===== config.mk =====
export PLATFORM = sky130hd
export DESIGN_NAME = pll_lock_sequencer
export DESIGN_NICKNAME = d
export VERILOG_FILES = /design/src/rtl/pll_pkg.sv /design/src/rtl/sync_2ff.sv /design/src/rtl/pll_lock_sequencer.sv
export SDC_FILE = /design/constraint.sdc
export NUM_CORES = 1
export LEC_CHECK = 0
export ABC_AREA = 1
export CELL_PAD_IN_SITES_DETAIL_PLACEMENT = 2
export CELL_PAD_IN_SITES_GLOBAL_PLACEMENT = 2
export CORE_UTILIZATION = 38
export CTS_CLUSTER_DIAMETER = 50
export DETAILED_ROUTE_END_ITERATION = 12
export PLACE_DENSITY_LB_ADDON = 0.2
export SLEW_MARGIN = 20
export SYNTH_ARGS = -nofsm -noshare
export SYNTH_HDL_FRONTEND = slang
export SYNTH_SLANG_ARGS = --single-unit

===== constraint.sdc =====
create_clock -name clock_in -period 4.3 [get_ports clock_in]
set_clock_uncertainty 0.05 [all_clocks]
set_input_delay 0.43 -clock clock_in [delete_from_list [all_inputs] [get_ports clock_in]]
set_output_delay 0.43 -clock clock_in [all_outputs]
set_load 0.02 [all_outputs]

===== src/rtl/pll_pkg.sv =====
// Shared definitions for the PLL lock sequencer: state encoding and default timing.
package pll_pkg;

  localparam int STATE_W = 3;

  typedef enum logic [STATE_W-1:0] {
    ST_RESET     = 3'd0,
    ST_WAIT_LOCK = 3'd1,
    ST_RUN       = 3'd2,
    ST_FAIL      = 3'd3
  } pll_state_t;

  localparam int DEF_RESET_CYCLES   = 16;
  localparam int DEF_LOCK_STABLE    = 256;
  localparam int DEF_LOCK_TIMEOUT   = 65536;
  localparam int DEF_MAX_RETRIES    = 3;
  localparam int DEF_BYPASS_ON_FAIL = 1;

endpackage


===== src/rtl/sync_2ff.sv =====
// Generic two-flop synchronizer with asynchronous active-low clear.
module sync_2ff #(
  parameter int WIDTH = 1
) (
  input  logic             clk,
  input  logic             rst_n,
  input  logic [WIDTH-1:0] d,
  output logic [WIDTH-1:0] q
);

  logic [WIDTH-1:0] meta_reg;
  logic [WIDTH-1:0] sync_reg;

  // Two register stages give the first stage a full cycle to settle.
  always_ff @(posedge clk or negedge rst_n) begin
    if (!rst_n) begin
      meta_reg <= '0;
      sync_reg <= '0;
    end else begin
      meta_reg <= d;
      sync_reg <= meta_reg;
    end
  end

  assign q = sync_reg;

endmodule


===== src/rtl/pll_lock_sequencer.sv =====
// PLL reset/lock sequencer: pulses RESETB, qualifies LOCK, retries, falls back to bypass.
module pll_lock_sequencer
  import pll_pkg::*;
#(
  parameter int RESET_CYCLES   = DEF_RESET_CYCLES,
  parameter int LOCK_STABLE    = DEF_LOCK_STABLE,
  parameter int LOCK_TIMEOUT   = DEF_LOCK_TIMEOUT,
  parameter int MAX_RETRIES    = DEF_MAX_RETRIES,
  parameter int BYPASS_ON_FAIL = DEF_BYPASS_ON_FAIL
) (
  input  logic               clock_in,
  input  logic               reset_n,
  input  logic               pll_lock,
  input  logic               relock_req,
  output logic               pll_resetb,
  output logic               pll_bypass,
  output logic               sys_rst_n,
  output logic [STATE_W-1:0] state,
  output logic [3:0]         retry_count,
  output logic [7:0]         lost_count,
  output logic               fail
);

  localparam int RST_W = $clog2(RESET_CYCLES + 1);
  localparam int STB_W = $clog2(LOCK_STABLE + 1);
  localparam int TO_W  = $clog2(LOCK_TIMEOUT + 1);

  // Counters compare against "last" values so the hit happens on the edge that
  // would make the count equal the parameter; that same edge changes state.
  localparam logic [RST_W-1:0] RST_LAST  = RST_W'(RESET_CYCLES - 1);
  localparam logic [STB_W-1:0] STB_LAST  = STB_W'(LOCK_STABLE - 1);
  localparam logic [TO_W-1:0]  TO_LAST   = TO_W'(LOCK_TIMEOUT - 1);
  localparam logic [3:0]       RETRY_MAX = 4'(MAX_RETRIES);
  localparam logic             BYP       = (BYPASS_ON_FAIL != 0);

  pll_state_t       state_reg;
  logic [RST_W-1:0] rst_cnt_reg;
  logic [STB_W-1:0] stb_cnt_reg;
  logic [TO_W-1:0]  to_cnt_reg;
  logic [3:0]       retry_count_reg;
  logic [7:0]       lost_count_reg;
  logic             pll_resetb_reg;
  logic             pll_bypass_reg;
  logic             sys_rst_n_reg;
  logic             fail_reg;

  logic lock_s;
  logic stb_hit;
  logic to_hit;
  logic to_reset;

  sync_2ff #(.WIDTH(1)) u_lock_sync (
    .clk   (clock_in),
    .rst_n (reset_n),
    .d     (pll_lock),
    .q     (lock_s)
  );

  assign stb_hit = lock_s && (stb_cnt_reg == STB_LAST);
  assign to_hit  = (to_cnt_reg == TO_LAST);

  // Every path that re-enters RESET from another state; RESET itself ignores relock_req.
  always_comb begin
    to_reset = 1'b0;
    case (state_reg)
      ST_WAIT_LOCK: to_reset = relock_req || (!stb_hit && to_hit && (retry_count_reg != RETRY_MAX));
      ST_RUN:       to_reset = relock_req || !lock_s;
      ST_FAIL:      to_reset = relock_req;
      default:      to_reset = 1'b0;
    endcase
  end

  // Sequencer FSM with counters and registered outputs.
  always_ff @(posedge clock_in or negedge reset_n) begin
    if (!reset_n) begin
      state_reg       <= ST_RESET;
      rst_cnt_reg     <= '0;
      stb_cnt_reg     <= '0;
      to_cnt_reg      <= '0;
      retry_count_reg <= '0;
      lost_count_reg  <= '0;
      pll_resetb_reg  <= 1'b0;
      pll_bypass_reg  <= 1'b0;
      sys_rst_n_reg   <= 1'b0;
      fail_reg        <= 1'b0;
    end else if (to_reset) begin
      state_reg      <= ST_RESET;
      rst_cnt_reg    <= '0;
      stb_cnt_reg    <= '0;
      to_cnt_reg     <= '0;
      pll_resetb_reg <= 1'b0;
      pll_bypass_reg <= 1'b0;
      sys_rst_n_reg  <= 1'b0;
      fail_reg       <= 1'b0;
      // A relock request restarts the retry budget; otherwise this is a timeout retry.
      if (relock_req) begin
        retry_count_reg <= '0;
      end else if (state_reg == ST_WAIT_LOCK) begin
        retry_count_reg <= retry_count_reg + 4'd1;
      end
      if ((state_reg == ST_RUN) && !lock_s && (lost_count_reg != 8'hFF)) begin
        lost_count_reg <= lost_count_reg + 8'd1;
      end
    end else begin
      case (state_reg)
        ST_RESET: begin
          if (rst_cnt_reg == RST_LAST) begin
            state_reg      <= ST_WAIT_LOCK;
            rst_cnt_reg    <= '0;
            pll_resetb_reg <= 1'b1;
          end else begin
            rst_cnt_reg <= rst_cnt_reg + 1'b1;
          end
        end
        ST_WAIT_LOCK: begin
          if (stb_hit) begin
            state_reg       <= ST_RUN;
            retry_count_reg <= '0;
            sys_rst_n_reg   <= 1'b1;
          end else if (to_hit) begin
            // Retry budget exhausted (the retry path is handled by to_reset).
            state_reg      <= ST_FAIL;
            fail_reg       <= 1'b1;
            pll_bypass_reg <= BYP;
            pll_resetb_reg <= BYP;
            sys_rst_n_reg  <= BYP;
          end else begin
            to_cnt_reg  <= to_cnt_reg + 1'b1;
            stb_cnt_reg <= lock_s ? stb_cnt_reg + 1'b1 : '0;
          end
        end
        default: begin
          // RUN and FAIL hold until to_reset fires.
        end
      endcase
    end
  end

  assign state       = state_reg;
  assign retry_count = retry_count_reg;
  assign lost_count  = lost_count_reg;
  assign pll_resetb  = pll_resetb_reg;
  assign pll_bypass  = pll_bypass_reg;
  assign sys_rst_n   = sys_rst_n_reg;
  assign fail        = fail_reg;

endmodule


# Yosys cells after proc, flatten, opt, wreduce, memory -nomap -nowiden
# Index checks and enable logic that the tools add are counted.
# W data, S select, Z words.
dict set report word_totals {
  inputBits 4
  output_inout_bits 19
  wordCells 87
  reg_bits 51
}
dict set report classes {
  n_mux 33
  addsub 5
  n_reduce_logical 24
  eq_ne 14
}
# op n
set op_table {}
lappend op_table {{$mux W17} 4}
lappend op_table {{$mux W9} 5}
lappend op_table {{$mux W4} 5}
lappend op_table {{$add A17 B1 Y17 const B} 1}
lappend op_table {{$eq A17 B16 Y1 const B} 1}
lappend op_table {{$mux W5} 3}
lappend op_table {{$mux W3} 4}
lappend op_table {{$reduce_and A3 Y1} 4}
lappend op_table {{$reduce_bool A2 Y1} 5}
lappend op_table {{$add A9 B1 Y9 const B} 1}
lappend op_table {{$eq A9 B8 Y1 const B} 1}
lappend op_table {{$mux W1} 9}
lappend op_table {{$ne A3 B3 Y1 const B} 3}
lappend op_table {{$add A8 B1 Y8 const B} 1}
lappend op_table {{$ne A8 B8 Y1 const B} 1}
lappend op_table {{$eq A3 B2 Y1 const B} 2}
lappend op_table {{$pmux W3 S2} 1}
lappend op_table {{$reduce_bool A3 Y1} 2}
lappend op_table {{$add A5 B1 Y5 const B} 1}
lappend op_table {{$eq A5 B4 Y1 const B} 1}
lappend op_table {{$logic_and A1 B1 Y1} 5}
lappend op_table {{$add A4 B1 Y4 const B} 1}
lappend op_table {{$ne A2 B1 Y1 const B} 2}
lappend op_table {{$ne A4 B2 Y1 const B} 1}
lappend op_table {{9 further kinds} 12}

# Logic depth before layout (Yosys ltp)
# Gate-level depths: netlist of run 1.
dict set report depth {
  ltp_word 9
  ltp_mapped 18
  ltp_nobuf 18
}

# Modules after synthesis
# Synthesis of run 1 repeated with hierarchy kept, for this count alone.
dict set report unflattened {
  cells_unflattened 322
  area_unflattened_um2 2717.6
}
# mod cells_each seq_area_each_um2 instances area_per_inst_um2
set modules_own_cells {}
lappend modules_own_cells {pll_lock_sequencer 320 1201.2 1 2667.6}
lappend modules_own_cells {sync_2ff 2 50.0 1 50.0}

# Worst setup path before layout of run 1
# No wires, ideal clock.
dict set report synth_path {
  path_kind {flip-flop to flip-flop}
  startpoint {register to_cnt_reg[0]}
  endpoint {register lost_count_reg[3], in the netlist lost_count[3]}
  period_less_slack_ps 2487
  path_buffers 1
  setup_ps 118
  arrival_time_ps 2319
  slack_ps 1813
  path_stages_with_launch 19
  t_required_ps 4132
  cell_sequence {dfrtp_1 -> ha_1 -> nand3_1 -> nor3_1 -> nand3b_1 -> nor2_1 -> nand2_1 -> nor3_1 -> ha_1 -> nand2_1 -> nor2_1 -> nand2_1 -> nand2_2 -> nand3_4 -> inv_4 -> nand2_2 -> buf_6 -> o21ai_2 -> nand2_1}
}
dict set report synth_via {
  elab_chain_cells 6
}
# element line
set synth_lines {}
lappend synth_lines {{from (decl)} pll_lock_sequencer.sv:39} ;# logic [TO_W-1:0] to_cnt_reg;
lappend synth_lines {{from (signal assigned)} pll_lock_sequencer.sv:128} ;# to_cnt_reg <= to_cnt_reg + 1'b1;
lappend synth_lines {{$eq A17 B16 Y1} pll_lock_sequencer.sv:60} ;# assign to_hit = (to_cnt_reg == TO_LAST);
lappend synth_lines {{$logic_and A1 B1 Y1 (2 in series)} pll_lock_sequencer.sv:66} ;# ST_WAIT_LOCK: to_reset = relock_req || (!stb_hit && to_hit && (retry_count_reg != RETRY_MAX));
lappend synth_lines {{$logic_or A1 B1 Y1} pll_lock_sequencer.sv:66}
lappend synth_lines {{$pmux W1 S3} pll_lock_sequencer.sv:65} ;# case (state_reg)
lappend synth_lines {{$reduce_and A2 Y1 (no source line)} --}
lappend synth_lines {{to (signal assigned)} pll_lock_sequencer.sv:102} ;# lost_count_reg <= lost_count_reg + 8'd1;
lappend synth_lines {{to (decl)} pll_lock_sequencer.sv:41} ;# logic [7:0] lost_count_reg;
# Every way passes these cells.
# A chain may end at the register's enable or synchronous reset.

# Final worst setup path of run 1
dict set report layout_path {
  startpoint {register to_cnt_reg[0]}
  endpoint {register stb_cnt_reg[0]}
}
dict set report layout_via {
  elab_chain_cells 7
  word_cells_on_any_way 10
  cone_classes {eq/ne: 3; mux: 2; reduce/logical: 5}
}
# element line
set layout_lines {}
lappend layout_lines {{$eq A17 B16 Y1 *} pll_lock_sequencer.sv:60}
lappend layout_lines {{$logic_and A1 B1 Y1 (2 in series)} pll_lock_sequencer.sv:66}
lappend layout_lines {{$logic_or A1 B1 Y1} pll_lock_sequencer.sv:66}
lappend layout_lines {{$pmux W1 S3} pll_lock_sequencer.sv:65}
lappend layout_lines {{$ne A2 B1 Y1 (no source line) / $reduce_bool A2 Y1 (equally long branches)} --}
lappend layout_lines {{$reduce_and A3 Y1 (no source line)} --}
lappend layout_lines {{to (signal assigned)} pll_lock_sequencer.sv:129} ;# stb_cnt_reg <= lock_s ? stb_cnt_reg + 1'b1 : '0;
lappend layout_lines {{to (decl)} pll_lock_sequencer.sv:38} ;# logic [STB_W-1:0] stb_cnt_reg;
# Mark *: on every way between the ends. The rest lies on a longest branch, timed or not.

==> flow_metrics.tcl, run 1 <==
set metrics [dict create \
    critical-path-slowest-cell "dfrtp_1" \
    crit_chain "ha_1 > nand3_1 > nor3_1 > nand3b_1 > nor2_1 > nand2_1 > nor3_1 > ha_1 > nand2_1 > nor2_1 > nand2_1 > nand2_2 > nand3_4 > nand2_2 > inv_2 > nand2_2 > mux2i_1" \
    place_area_um2 2990 \
    yosysMostFrequentCell "nand2_1" \
    ff2ff_path_depth 17 \
    syn_avg_cell_area_um2 8.43 \
    placementRows 30 \
    crit_type "flop to flop" \
    antenna_cells 0 \
    stdcell_area_um2 3100 \
    grt_setup_unrepaired "false" \
    layout.cells.non_filler 442 \
    syn_nets 337 \
    cts-hold-fix-buffers 0 \
    ir_worst_vdd_v 0.000207 \
    power.density_nw_per_um2 451 \
    cts_root_buf "clkbuf_8" \
    clk_latency_ns 0.30 \
    track_usage 0.206 \
    synth_cell_type_count 32 \
    place_inst 434 \
    layout-drive-gt1-share 0.0751 \
    synth_area_um2 2710 \
    drtIter0Drc 35 \
    synth_common_cells "80 x nand2_1, 50 x dfrtp_1, 36 x inv_1" \
    maxSlewViolCount 0 \
    clock_path_buffers 2 \
    r2r_slack_ns 0.97 \
    p_leak_nw 1.43 \
    dp_hpwl_mm 5.14 \
    start_util 0.397 \
    die_y_um 86.5 \
    largest_reg_flops 17 \
    fin_total_pwr_mw 1.40 \
    cp-start-kind "flop" \
    end_kind "flop" \
    cp.arrival_ns 3.47 \
    grt_max_degree 51 \
    yosysTopAreaCellShare 0.461 \
    grt_pass1_vias 2404 \
    vias 2210 \
    routed_wl_mm 6.96 \
    dr.pass1.iters 4 \
    numCtsBuffers 5 \
    r2r_start "to_cnt_reg[0]$_DFFE_PN0P_" \
    seqCellArea_um2 1250 \
    area_growth_pct 14.3 \
    slowest_delay_ns 0.42 \
    cp.required_ns 4.44 \
    drtAntennaViolNets 0 \
    cap_violations 0 \
    worst_pin_slew_ns 0.654 \
    die-area_um2 7480 \
    grt_antenna_before_repair 0 \
    numPortBuffers 21 \
    slew-limit-headroom 0.564 \
    synth_edf_count 0 \
    num-fill-cells 795 \
    grt_pass1_wl_mm 12.0 \
    final_hold_viol_count 0 \
    core_um2 6830 \
    synth-seq-area-share 0.461 \
    viasPerCell 5.00 \
    cts.sinks 50 \
    cts_resized 0 \
    synth_cells 322 \
    critPathMaxFanout 16 \
    final_nets 360 \
    ys.warnings.count 0 \
    ys_seq_elements 50 \
    min_period_ns 3.33 \
    synthTopCellsByArea "dfrtp_1 46%, nand2_1 11%, ha_1 5.1%" \
    multiInputGateArea_um2 1260 \
    die_x_um 86.5 \
    reg2reg_to "stb_cnt_reg[0]$_DFFE_PN0P_" \
    synth_top_area_cell "dfrtp_1" \
    place_congestion 0.749 \
    gr-total-overflow 0 \
    max_freq_mhz 301 \
    min_path_type "input port to asynchronous set/reset pin" \
    ios 23 \
    cts_max_level 2 \
    timing.final.crit_share 0.774 \
    synth_ff_type "dfrtp_1" \
    endpoint "stb_cnt_reg[0]$_DFFE_PN0P_" \
    synthArstFlopShare 1.00 \
    status "finished clean" \
    wl_per_cell_um 15.8 \
    clkTransAtPathRegs_ns 0.10 \
    setup_violations 0 \
    cts_tree "done" \
    postCtsSetupRepairBufs 0 \
    finalSetupTns_ns 0 \
    critPathLaunch "to_cnt_reg[0]$_DFFE_PN0P_" \
    route.detailed.drc 0 \
]
[worst max-delay path, delay by kind of cell (launching register included)]
kind / cells / cell delay [ns]
AND/OR/NAND/NOR: 13 / 2.13
adder cells (fa/ha/maj): 2 / 0.43
flip-flops: 1 / 0.42
buffers and inverters: 1 / 0.10
multiplexers: 1 / 0.10
[through the flow]
step | hold slack (ns) | utilization | setup slack [ns]
detailed placement | 0.295 | 0.438 | 1.08
finish | 0.177 | 0.454 | 0.972
global route | 0.250 | 0.454 | 0.658
floorplan | 0.0844 | - | 1.81
global placement | 0.294 | 0.438 | 1.33
CTS | 0.210 | 0.454 | 0.940
[metal layers]
metal	global-route usage	up-vias	wire length [µm]
li1	-	1064	-
met1	0.265	1120	3130
met2	0.361	20	3630
met3	0.0295	6	128
met4	0.0621	0	75
met5	0	-	0
[how the worst min path moves through the flow]
stage	slack, ns	start	endpoint
final	0.18	reset_n	to_cnt_reg[5]$_DFFE_PN0P_
after global routing	0.25	reset_n	to_cnt_reg[11]$_DFFE_PN0P_
after CTS	0.21	reset_n	to_cnt_reg[11]$_DFFE_PN0P_
after detailed placement	0.29	u_lock_sync.meta_reg$_DFF_PN0_	u_lock_sync.q$_DFF_PN0_
after global placement	0.29	u_lock_sync.meta_reg$_DFF_PN0_	u_lock_sync.q$_DFF_PN0_
after floorplan	0.08	reset_n	fail$_DFFE_PN0P_
[final cells by class]
type | count | area share
Clock buffer | 5 | 0.0222
Inverter | 40 | 0.0492
Tap cell | 96 | 0.0387
Multi-Input combinational cell | 226 | 0.405
Timing Repair Buffer | 22 | 0.0686
Sequential cell | 50 | 0.403
Clock inverter | 3 | 0.0129
[cells by family (layout without fill, tap and decap cells)]
kind of cell | count (synthesis) | after routing | synth area share
multiplexers | 1 | 1 | 0.00369
AND/OR/NAND/NOR | 149 | 149 | 0.247
buffers and inverters | 46 | 70 | 0.0761
adder cells (fa/ha/maj) | 11 | 11 | 0.0507
other | 1 | 1 | 0.00138
XOR/XNOR | 23 | 23 | 0.0770
AO/OA/AOI/OAI | 41 | 41 | 0.0834
flip-flops | 50 | 50 | 0.461
[cells in the final DEF, fill, tap and decap left out, drive strengths merged, types with 9 or more instances in the layout]
cell type / n
nor2: 28
o21ai: 31
dfrtp: 50
ha: 11
inv: 40
nand3: 22
clkdlybuf4s50: 20
xnor2: 9
xor2: 14
nand2: 85
[report_power, final]
part | switching, mW | internal (mW) | total (mW)
Combinational | 0.312 | 0.151 | 0.464
Sequential | 0.0660 | 0.533 | 0.599
Clock | 0.166 | 0.172 | 0.337
Power figures use the tool's default switching activity.
==> run 2: changes to the inputs <==
Settings changed: CORE_UTILIZATION 38 to 35.
Clock period 4.3 ns to 3.1 ns, I/O delays scaled along.
==> run 2 against run 1 <==
Effect of this change: the run now ends with hold timing left; via count grew 2.0%; fmax increased by 16%; critical path depth increased by 1; clock power increased by 47%; register-to-register slack got worse by 0.73 ns; worst hold slack lost 0.19 ns; total power increased by 50%; first-iteration DRC count grew 100%; flip-flop and latch count unchanged; combinational power up 66%; critical path type unchanged.
==> flow_metrics.tcl, run 2 (synthesis gave the netlist of run 1 again) <==
set metrics [dict create \
    placementRows 31 \
    drtIter0Drc 71 \
    layout-drive-gt1-share 0.125 \
    place_area_um2 3000 \
    reg2reg_to "lost_count[7]$_DFFE_PN0P_" \
    layout_commonest_cell "nand2_1" \
    r2r_slack_ns 0.24 \
    numPortBuffers 21 \
    grt_pass1_vias 2452 \
    stdcell_area_um2 3260 \
    power.density_nw_per_um2 642 \
    vias 2255 \
    cts_root_buf "clkbuf_8" \
    final_hold_viol_count 27 \
    hold_ws_ns -0.0137 \
    gr-total-overflow 0 \
    area_growth_pct 20.2 \
    cts-hold-fix-buffers 0 \
    fin_total_pwr_mw 2.09 \
    ir_worst_vdd_v 0.000364 \
    min_period_ns 2.86 \
    die-area_um2 8110 \
    grt_antenna_before_repair 0 \
    largest_reg_flops 17 \
    maxSlewViolCount 0 \
    die_x_um 90.1 \
    cp.required_ns 3.29 \
    grt_pass1_wl_mm 12.1 \
    r2r_start "to_cnt_reg[0]$_DFFE_PN0P_" \
    violations "hold timing" \
    numCtsBuffers 5 \
    place_congestion 0.757 \
    cts_max_level 2 \
    setup_ws_ns 0.242 \
    antenna_cells 0 \
    ff2ff_path_depth 18 \
    clk_latency_ns 0.31 \
    p_leak_nw 1.52 \
    final_nets 373 \
    grt_setup_unrepaired "false" \
    dp_hpwl_mm 5.18 \
    end_kind "flop" \
    start_util 0.368 \
    critPathMaxFanout 12 \
    clock_path_buffers 2 \
    worst_pin_slew_ns 0.712 \
    dr.pass1.iters 4 \
    seqCellArea_um2 1250 \
    max_freq_mhz 350 \
    cp-start-kind "flop" \
    die_y_um 90.1 \
    ios 23 \
    track_usage 0.188 \
    place_inst 438 \
    viasPerCell 4.92 \
    layout.cells.non_filler 458 \
    cp.arrival_ns 3.05 \
    setup_violations 0 \
    cts.sinks 50 \
    multiInputGateArea_um2 1310 \
    final_cell_mix "80 x nand2_1, 50 x dfrtp_1, 35 x inv_1" \
    routed_wl_mm 7.39 \
    route.detailed.drc 0 \
    slew-limit-headroom 0.525 \
    num-fill-cells 853 \
    drtAntennaViolNets 0 \
    cap_violations 0 \
    core_um2 7370 \
    wl_per_cell_um 16.1 \
    crit_type "flop to flop" \
    clkTransAtPathRegs_ns 0.11 \
    timing.final.crit_share 0.922 \
    min_path_type "input port to asynchronous set/reset pin" \
    cts_tree "done" \
    grt_max_degree 30 \
    status "complete, but fails checks" \
    dp_slack_ns -0.0396 \
]
## run 2: cell types whose count changed in the layout (fill, tap and decap cells not counted), moves of 2 or more
cell,previous run,this run
buf_4,1,13
nand2_2,4,2
clkinv_2,2,0
nor3_1,5,3
nand3_2,0,2
inv_6,0,3
## run 2: layer usage
metal | track usage | wire [µm]
met1 | 0.235 | 3370
met2 | 0.333 | 3790
met3 | 0.0296 | 145
met4 | 0.0524 | 80
met5 | 0 | 0
## run 2: final cells by class
cell class	instances	area share
clock buffers	5	0.0211
multi-input cells	227	0.402
repair buffers	34	0.0928
well taps	99	0.0380
flip-flops and latches	50	0.383
clock inverters	3	0.0146
inverters	40	0.0483
## run 2: per-stage QoR
stage	util	setup TNS, ns
4_1_cts	0.427	0
2_1_floorplan	-	0
5_1_grt	0.443	0
3_5_place_dp	0.408	-0.0824
3_3_place_gp	0.408	0
6_report	0.443	0
## run 2: power breakdown
part / switching (mW) / total, mW / leakage [nW] / internal, mW
registers: 0.0900 / 0.830 / 0.673 / 0.740
clock network: 0.250 / 0.497 / 0.0591 / 0.247
logic: 0.485 / 0.768 / 0.788 / 0.283
## run 2: critical path, stage by stage, from the launching register on
cell	delay [ns]
dfrtp_1	0.41
ha_1	0.21
nand3_2	0.14
nor3_4	0.22
nand3b_1	0.13
nor2_1	0.11
nand2_1	0.09
nor3_2	0.15
ha_2	0.22
nand2_1	0.09
nor2_1	0.10
nand2_1	0.07
nand2_2	0.11
nand3_4	0.18
inv_6	0.13
nand2_4	0.12
inv_2	0.10
nand2_1	0.05
o21ai_0	0.08
## run 2: worst max-delay path by stage
stage / start / to / slack (ns) / cells past startpoint
finish: to_cnt_reg[0]$_DFFE_PN0P_ / lost_count[7]$_DFFE_PN0P_ / 0.24 / 18
global route: to_cnt_reg[0]$_DFFE_PN0P_ / lost_count[7]$_DFFE_PN0P_ / 0.009 / 18
CTS: to_cnt_reg[0]$_DFFE_PN0P_ / lost_count[4]$_DFFE_PN0P_ / 0.04 / 18
detailed placement: to_cnt_reg[0]$_DFFE_PN0P_ / lost_count[7]$_DFFE_PN0P_ / -0.04 / 17
global placement: to_cnt_reg[0]$_DFFE_PN0P_ / lost_count[7]$_DFFE_PN0P_ / 0.19 / 17
floorplan: to_cnt_reg[0]$_DFFE_PN0P_ / lost_count[3]$_DFFE_PN0P_ / 0.61 / 18
## run 2: repair_timing
item	4_1_cts	5_1_grt
endpoints found under the hold margin	0	0
setup endpoints to repair	19	39
resized for setup	1	12
cloned	0	1
pin swaps	0	3
setup buffers	3	8
==> run 3: changes to the inputs <==
Settings changed: MAX_ROUTING_LAYER set to met4.
==> run 3 against run 2 <==
Effect of this change: the flow still finishes with violations (hold timing); global-route usage increased by 0.56 points; die area did not move; via count is 0.44% higher; sequential share of layout area is essentially flat; fmax down 1.2%; sequential power hardly changed; final cell count increased by 0.22%; register-to-register slack worse by 0.03 ns; combinational power up 2%; non-clock buffer count up 1; largest power group unchanged; highest routed layer unchanged; total power is 0.87% higher.
==> flow_metrics.tcl, run 3 (synthesis gave the netlist of run 1 again) <==
set metrics [dict create \
    grt_antenna_before_repair 0 \
    p_leak_nw 1.51 \
    power.density_nw_per_um2 647 \
    clkTransAtPathRegs_ns 0.11 \
    ir_worst_vdd_v 0.000365 \
    timing.final.crit_share 0.933 \
    setup_violations 0 \
    worst_pin_slew_ns 0.716 \
    cts_tree "done" \
    max_freq_mhz 346 \
    final_nets 374 \
    die_y_um 90.1 \
    final_hold_viol_count 27 \
    cts_root_buf "clkbuf_8" \
    cp-start-kind "flop" \
    layout_commonest_cell "nand2_1" \
    grt_pass1_wl_mm 12.1 \
    largest_reg_flops 17 \
    status "complete, but fails checks" \
    die-area_um2 8110 \
    placementRows 31 \
    die_x_um 90.1 \
    cts.sinks 50 \
    final_cell_mix "80 x nand2_1, 50 x dfrtp_1, 35 x inv_1" \
    dp_hpwl_mm 5.18 \
    place_congestion 0.766 \
    maxSlewViolCount 0 \
    start_util 0.368 \
    cp.arrival_ns 3.05 \
    violations "hold timing" \
    min_path_type "input port to asynchronous set/reset pin" \
    cts_max_level 2 \
    drtAntennaViolNets 0 \
    finalSetupTns_ns 0 \
    route.detailed.drc 0 \
    cap_violations 0 \
    grt_pass1_vias 2453 \
    track_usage 0.193 \
    area_growth_pct 20.3 \
    numPortBuffers 21 \
    wl_per_cell_um 16.3 \
    routed_wl_mm 7.48 \
    slew-limit-headroom 0.522 \
    clk_latency_ns 0.32 \
    critPathMaxFanout 9 \
    cp.required_ns 3.25 \
    layout-drive-gt1-share 0.128 \
    antenna_cells 0 \
    drtIter0Drc 56 \
    end_kind "flop" \
    gr-total-overflow 0 \
    core_um2 7370 \
    final_util 0.443 \
    grt_max_degree 30 \
    vias 2265 \
    clock_path_buffers 2 \
    ios 23 \
    viasPerCell 4.93 \
    numCtsBuffers 5 \
    min_period_ns 2.89 \
    crit_type "flop to flop" \
    hold_ws_ns -0.0127 \
    dr.pass1.iters 4 \
]
==> run 3: changes by cell type in the layout (fill, tap and decap cells not counted) <==
cell / before / now
inv_6: 3 / 2
buf_4: 13 / 14
nor3_4: 1 / 0
nor3_2: 1 / 2
clkinv_4: 0 / 1
==> run 3: layout make-up <==
class                      count  area, µm²
fill                         854       4110
multi-input combinational    227       1310
sequential                    50       1250
timing repair buffer          35        310
inverter                      40        158
tap                           99        124
clock buffer                   5       68.8
clock inverter                 3       47.5
==> run 3: through the flow <==
step	power (mW)	area [µm²]	instances	worst slack [ns]
floorplan	1.30	2710	322	0.613
global placement	1.49	3000	438	0.189
detailed placement	1.52	3000	438	-0.0396
CTS	2.04	3150	449	0.0408
global route	2.26	3260	459	-0.0430
finish	2.11	3260	459	0.208
==> run 3: path summary, 6_finish.rpt <==
path                                                startpoint                    endpoint  slack [ns]  cells past startpoint
worst max-delay path                 to_cnt_reg[0]$_DFFE_PN0P_  to_cnt_reg[13]$_DFFE_PN0P_        0.21                     18
worst min-delay path                                   reset_n  stb_cnt_reg[5]$_DFFE_PN0P_       -0.01                      1
worst max register to register       to_cnt_reg[0]$_DFFE_PN0P_  to_cnt_reg[13]$_DFFE_PN0P_        0.21                     18
worst min register to register  u_lock_sync.meta_reg$_DFF_PN0_     u_lock_sync.q$_DFF_PN0_        0.33                      0
max in group asynchronous                              reset_n  to_cnt_reg[13]$_DFFE_PN0P_        2.23                      2
min in group clock_in           u_lock_sync.meta_reg$_DFF_PN0_     u_lock_sync.q$_DFF_PN0_        0.33                      0
==> run 3: critical path, cell delays in order (launching register included) <==
cell and delay [ns]:
dfrtp_1 0.41, ha_1 0.21, nand3_2 0.11, nor3_2 0.24, nand3b_1 0.14, nor2_1 0.11
nand2_1 0.09, nor3_2 0.15, ha_2 0.23, nand2_1 0.09, nor2_1 0.10, nand2_1 0.07
nand2_2 0.12, nand3_4 0.19, nand2_4 0.13, buf_4 0.18, o21ai_2 0.06, inv_1 0.05
nor2_1 0.04
==> run 3: power breakdown <==
part	internal, mW	switching (mW)	total, mW
logic	0.291	0.492	0.783
clock network	0.247	0.253	0.500
registers	0.740	0.0896	0.829
==> run 3: layer usage <==
metal / up-vias / wire, µm / track usage
li1: 1093 / - / -
met1: 1147 / 3450 / 0.237
met2: 18 / 3790 / 0.332
met3: 7 / 132 / 0.0279
met4: 0 / 106 / 0.0524
met5: - / 0 / -
==> run 3: repair_timing <==
action | CTS | global route
hold buffers | 0 | 0
buffers inserted | 3 | 9
pin swaps | 0 | 3
gates resized for setup | 1 | 12
endpoints found under the setup margin | 19 | 39
gates cloned | 0 | 1
